**src/rtl/r_type.sv**
```systemverilog
// RV64 R-type execution slice: 32 x XLEN register file with an external write
// port and a combinational ALU driven by the decoded R-type instruction.
module r_type #(
  parameter int unsigned XLEN  = 64,
  parameter int unsigned NREGS = 32
) (
  input  logic            clk,
  input  logic            reset,
  input  logic [31:0]     instruction,
  input  logic [4:0]      write_reg,
  input  logic [XLEN-1:0] write_data,
  input  logic            reg_write,
  output logic [XLEN-1:0] result
);

  typedef enum logic [2:0] {
    F3_ADDSUB = 3'b000,
    F3_SLL    = 3'b001,
    F3_SLT    = 3'b010,
    F3_SLTU   = 3'b011,
    F3_XOR    = 3'b100,
    F3_SRLSRA = 3'b101,
    F3_OR     = 3'b110,
    F3_AND    = 3'b111
  } funct3_e;

  localparam logic [6:0] OP_R = 7'b0110011;

  logic [XLEN-1:0] r_regs [NREGS];

  logic [6:0]      w_opcode;
  logic [4:0]      w_rd;
  funct3_e         w_funct3;
  logic [4:0]      w_rs1;
  logic [4:0]      w_rs2;
  logic [6:0]      w_funct7;
  logic            w_alt;
  logic [XLEN-1:0] w_a;
  logic [XLEN-1:0] w_b;
  logic [5:0]      w_shamt;
  logic            w_unused;

  assign w_opcode = instruction[6:0];
  assign w_rd     = instruction[11:7];
  assign w_funct3 = funct3_e'(instruction[14:12]);
  assign w_rs1    = instruction[19:15];
  assign w_rs2    = instruction[24:20];
  assign w_funct7 = instruction[31:25];
  assign w_alt    = w_funct7[5];
  assign w_shamt  = w_b[5:0];

  // rd and the remaining funct7 bits carry no meaning without internal writeback.
  assign w_unused = ^{w_rd, w_funct7[6], w_funct7[4:0], w_b[XLEN-1:6]};

  always_ff @(posedge clk or negedge reset) begin
    if (!reset) begin
      for (int unsigned i = 0; i < NREGS; i++) r_regs[i] <= '0;
    end else if (reg_write && (write_reg != '0)) begin
      r_regs[write_reg] <= write_data;
    end
  end

  // x0 is forced to zero on read so it stays zero even before the first reset.
  assign w_a = (w_rs1 == '0) ? '0 : r_regs[w_rs1];
  assign w_b = (w_rs2 == '0) ? '0 : r_regs[w_rs2];

  always_comb begin
    result = '0;
    if (w_opcode == OP_R) begin
      unique case (w_funct3)
        F3_ADDSUB: result = w_alt ? (w_a - w_b) : (w_a + w_b);
        F3_SLL:    result = w_a << w_shamt;
        F3_SLT:    result = {{(XLEN-1){1'b0}}, ($signed(w_a) < $signed(w_b))};
        F3_SLTU:   result = {{(XLEN-1){1'b0}}, (w_a < w_b)};
        F3_XOR:    result = w_a ^ w_b;
        F3_SRLSRA: result = w_alt ? XLEN'($signed(w_a) >>> w_shamt) : (w_a >> w_shamt);
        F3_OR:     result = w_a | w_b;
        F3_AND:    result = w_a & w_b;
        default:   result = '0;
      endcase
    end
  end

endmodule

```
**config.mk**
```make
export PLATFORM = sky130hd
export DESIGN_NAME = r_type
export DESIGN_NICKNAME = d
export VERILOG_FILES = /design/src/rtl/r_type.sv
export SDC_FILE = /design/constraint.sdc
export NUM_CORES = 2
export LEC_CHECK = 0
export BUFFER_PORTS_ARGS = -buffer_cell sky130_fd_sc_hd__clkbuf_2
export CORE_MARGIN = 2
export CORE_UTILIZATION = 45
export CTS_CLUSTER_DIAMETER = 40
export DETAILED_ROUTE_END_ITERATION = 10
export PLACE_DENSITY = 0.69
export SLEW_MARGIN = 20
export SYNTH_ARGS = -nofsm -noshare
export SYNTH_HDL_FRONTEND = slang
export SYNTH_SLANG_ARGS = --single-unit
```
**constraint.sdc**
```tcl
create_clock -name clk -period 12.3 [get_ports clk]
set_clock_uncertainty 0.2 [all_clocks]
set_input_delay 2.46 -clock clk [delete_from_list [all_inputs] [get_ports clk]]
set_output_delay 2.46 -clock clk [all_outputs]
set_load 0.05 [all_outputs]
```
; After elaboration in Yosys (flattened, before gate mapping)
; Cells that the tools add are included.
[word_totals]
regBits = 2048
output_inout_bits = 64
inputBits = 104
[classes]
reduce_logical = 6
bitwise_logic = 6
n_addsub = 2
eq_ne = 8
n_shift = 3
muxes = 15
order_cmp = 6
[op_table]
columns = op, count
row1 = bitwise mux 2048 bit, 1
row2 = binary-select mux 64 bit (select 5 bit), 2
row3 = two-way mux 64 bit, 10
row4 = one-hot mux 64 bit (8 select lines), 1
row5 = demux 64 bit (select 5 bit), 1
row6 = < comparator 64 bit, 2
row7 = adder 64 bit, 1
row8 = bitwise AND 64 bit, 1
row9 = OR 64 bit, 1
row10 = left shift 64 x 6 -> 64 bit, 1
row11 = right shift 64 x 6 -> 64 bit, 1
row12 = >>> shifter 64 x 6 -> 64 bit, 1
row13 = subtractor 64 bit, 1
row14 = bitwise XOR 64 bit, 1
row15 = ">= comparator 6 bit, second input constant", 3
row16 = NOT 5 -> 6 bit, 3
row17 = "equality test 3 bit, second input constant", 4
row18 = zero test 5 bit, 2
row19 = "equality test 7 x 6 -> 1 bit, second input constant", 1
row20 = "equality test 3 x 2 -> 1 bit, second input constant", 2
row21 = "< comparator 6 x 1 -> 1 bit, second input constant", 1
row22 = nonzero test 5 bit, 1
row23 = "equality test 3 x 1 -> 1 bit, second input constant", 1
row24 = zero test 3 bit, 1
row25 = logical AND 1 bit, 2

; Longest topological paths before layout
[depth]
depth_word = 9
depth_mapped = 27

; Worst setup path before layout
; No wires, ideal clock.
[synth_path]
kind = input -> output
from = in instruction[20]
to = out result[61]
n_path_buf = 6
path_stages = 22
setup_slack_ps = 539
t_required_ps = 9640
t_arrival_ps = 9101
cell_sequence = buf_6 > buf_2 > buf_2 > buf_1 > buf_1 > mux4_2 > mux4_2 > mux2_2 > nand2_1 > ha_1 > clkbuf_1 > nor4_1 > nand4_1 > a31oi_1 > a311oi_1 > a2111oi_0 > o2111ai_1 > a21oi_1 > o32ai_1 > a311o_1 > xnor2_1 > a221oi_1
[synth_between]
elab_chain_cells = 9
word_cells_on_any_way = 18
classes_between = add/sub (2) / shift (3) / mux (8) / bitwise (4) / reduce/logical (1)
[synth_lines]
columns = element, line
row1 = from (decl), 9  ; input logic [31:0] instruction,
row2 = NOT 5 -> 6 bit (not written as such), 65  ; assign w_b = (w_rs2 == '0) ? '0 : r_regs[w_rs2];
row3 = binary-select mux 64 bit (select 5 bit), 65
row4 = two-way mux 64 bit (not written as such) (2 in series), 65
row5 = two-way mux 64 bit *, 65
row6 = "adder 64 bit, or another cell as far along", 71  ; F3_ADDSUB: result = w_alt ? (w_a - w_b) : (w_a + w_b);
row7 = "two-way mux 64 bit, on equally long branches", "71, 76"
row8 = one-hot mux 64 bit (8 select lines) *, 70  ; unique case (w_funct3)
row9 = two-way mux 64 bit *, 69  ; if (w_opcode == OP_R) begin
row10 = to (decl), 13  ; output logic [XLEN-1:0] result
; Mark *: on every way between the ends. The rest lies on a longest branch, timed or not. The select of a mux whose other input is x is not followed.

; Final worst setup path
[layout_path]
from = in instruction[16]
to = out result[36]
[layout_between]
elab_chain_cells = 9
word_cells_on_any_way = 18
classes_between = add/sub (2) / shift (3) / mux (8) / bitwise (4) / reduce/logical (1)
[layout_lines]
columns = element, line
row1 = NOT 5 -> 6 bit (not written as such), 64  ; assign w_a = (w_rs1 == '0) ? '0 : r_regs[w_rs1];
row2 = binary-select mux 64 bit (select 5 bit), 64
row3 = two-way mux 64 bit (not written as such) (2 in series), 64
row4 = two-way mux 64 bit *, 64
row5 = "adder 64 bit, or another cell as far along", 71
row6 = "two-way mux 64 bit, on equally long branches", "71, 76"
row7 = one-hot mux 64 bit (8 select lines) *, 70
row8 = two-way mux 64 bit *, 69
; Marked as above.

==> out/metrics.cfg <==
[status]
status=complete, no violations

[pwr]
powerDensity_nw_per_um2=178.0
switching_power_w=0.008831
internal_power_w=0.01688
pwr-share-seq=0.350
p_clk_frac=0.330
p_leak_nw=63.18
switching_share=0.3435
combPwrFrac=0.320
vdd_drop_max_uv=109.0
power_w=0.02571

[worst_setup_path]
cp-start-kind=input pin
arrival_ns=9.50
r2r_cells=1
crit_type=in -> out
reg2reg_slack_ns=11.29
r2r-end=r_regs[437]
rr_startpoint=r_regs[437]
cp-startpoint=instruction[16]
crit_end=result[36]
required_ns=9.64
critPathMaxFanout=28
crit_path_end_kind=primary output

[clock_network]
clkLatencyLatePin_ns=0.87
cts_hold_buf=0
path_clk_slew_ns=0.05
cts_tree=done
htree_levels=5
cts_buffers=279
clk_path_buf_depth=4
clock-sinks=2048
clockRootBuffer=clkbuf_16

[final_layout]
layoutNonFillerInstCount=13870
drive_above_1_share=0.4277
layout_common_cells=2096 x mux2_2, 2048 x dfrtp_1, 949 x mux4_2
design_area_sq_um=144500
largestRegisters=r_regs (2048)
largest_reg_flops=2048
top_register=r_regs
layout_commonest_cell=mux2_2
fill_cells=23830
layout.nets=10180
area_growth_pct=12.24

[placement]
dp.cells=13360
io_buffers=156
place_area_sq_um=134700
routabilityCongestion=1.067
place_hpwl_um=320600
dp_slack_ns=0.2096

[detailed_routing]
viasPerCell=6.947
routed_wl_um=496500
initialDrtViolationCount=11570
drc=0
avgRoutedWirePerCell_um=35.80
vias=96340
drtAntennaViolNets=0
first_pass_iters=6

[sta]
fin_crit_sh=0.9887
fin_setup_tns_ns=0
relSlewSlack=0.1850
tightest_slew_ns=1.215
maxSlewViolCount=0
hold_viol_final=0
finalCriticalPeriod_ns=12.16
finalSetupViolCount=0
fmax_ghz=0.08223
setup_ws_ns=0.1387
rsz0062_at_grt=no

[yosys]
synth_nets=10280
synth_edf_count=0
synth-async-reset-ratio=1.000
syn_inst=9985
synth_area_sq_um=128700
synth_area_leaders=dfrtp_1 40%, mux2_2 18%, mux4_2 17%
yosys_warnings=0
synth_top_area_cell=dfrtp_1
synth_area_per_cell_sq_um=12.89
ys_seq_area_frac=0.3981
synth_seq_cells=2048
yosysUniqueCellTypes=106
synth_top_area_share=0.3981
synth-main-ff-cell=dfrtp_1

[global_routing]
grt_usage=0.3348
grt_pass1_vias=97720
antenna_found_initial=62
grt_pass1_wl_um=711100
grt_max_degree=185
grt_overflow_total=0

[floorplan]
ioPinCount=168
initial_utilization=0.4518
core-area_sq_um=285000
chipHeight_um=538.9
die_x_um=538.9
rows=196
die_area_sq_um=290400

[min_path]
hold_class=reg -> reg
whs_path_depth=0

[job]
cap_violations=0

metal layers:
metal	vias to the layer above	part of all wire	track usage	wire, um
met5	-	0.00099	0	493
met4	74	0.055	0.1654	27550
met3	1411	0.11	0.1025	56900
met2	5884	0.44	0.4961	218200
met1	50770	0.39	0.4456	193300
li1	38210	-	-	-
synthesized netlist by cell type (all sizes together) (53+ instances only):
library cell / count
a21oi: 343
clkbuf: 795
o21ai: 244
inv: 201
o22a: 60
nor2: 353
mux2: 2099
a22o: 64
a221oi: 77
a2111o: 57
xnor2: 53
nand2: 432
ha: 193
a22oi: 99
nand3: 105
mux4: 1004
nand4: 79
buf: 265
dfrtp: 2048
a211oi: 73
o22ai: 120
mux2i: 603
nor3: 73
critical path: stages:
cell and delay, ns:
buf_8 0.26, or3b_4 0.67, o22ai_1 0.20, a2111o_1 0.16, nand3_1 0.43, inv_1 0.24, ha_1 0.24, inv_1 0.08
fa_1 0.45, o21ba_2 0.24, nor4_1 0.37, o31ai_1 0.22, buf_4 0.19, a211oi_1 0.35, a31oi_1 0.33, o221ai_1 0.62
a21oi_1 0.17, o21ai_0 0.28, a311oi_1 0.18, xnor2_1 0.24, a221oi_1 0.81, buf_12 0.22
cells by family after synthesis:
group	Yosys count	share of synthesized area
AO/OA/AOI/OAI	1494	0.08072
XOR/XNOR	58	0.003946
adder cells (fa/ha/maj)	195	0.01907
buffers and inverters	1264	0.04677
flip-flops	2048	0.3981
multiplexers	3706	0.4080
AND/OR/NAND/NOR	1220	0.04341
worst min path at each step:
stage                             from            to  slack (ns)
after floorplan           r_regs[1985]  r_regs[1985]        0.24
after global placement    r_regs[2047]  r_regs[2047]        0.17
after detailed placement  r_regs[2030]  r_regs[2030]        0.18
after CTS                 r_regs[2003]  r_regs[2003]        0.20
after global routing      r_regs[2047]  r_regs[2047]        0.21
final                     r_regs[2024]  r_regs[2024]        0.20
per-stage QoR:
step | hold slack, ns | utilization
after floorplan | 0.2385 | -
after global placement | 0.1750 | 0.4727
after detailed placement | 0.1841 | 0.4727
after CTS | 0.1973 | 0.5068
after global routing | 0.2074 | 0.5070
final | 0.1994 | 0.5070
power by group through the flow:
| stage | sequential [W] | combinational [W] | clock [W] |
|---|---|---|---|
| 2_1_floorplan | 0.00870 | 0.00533 | 0 |
| 3_3_place_gp | 0.00888 | 0.00786 | 0 |
| 3_5_place_dp | 0.00905 | 0.00797 | 0 |
| 4_1_cts | 0.00894 | 0.00801 | 0.00854 |
| 5_1_grt | 0.00913 | 0.00857 | 0.00884 |
| 6_report | 0.00900 | 0.00823 | 0.00848 |
cell type report:
type,count,area (sq um),share of cell area
Timing Repair Buffer,675,6191,0.04285
Inverter,204,768.2,0.005317
Clock buffer,355,7873,0.05449
Multi-Input combinational cell,6673,71830,0.4972
Sequential cell,2048,51250,0.3547
Tap cell,3762,4707,0.03258
Antenna cell,13,32.53,0.0002252
Clock inverter,138,1833,0.01269
repair_timing:
action                     CTS  global route
setup buffers                0             0
resized for setup            0             2
setup endpoints to repair    0             2
(Power assumes the default switching activity.)
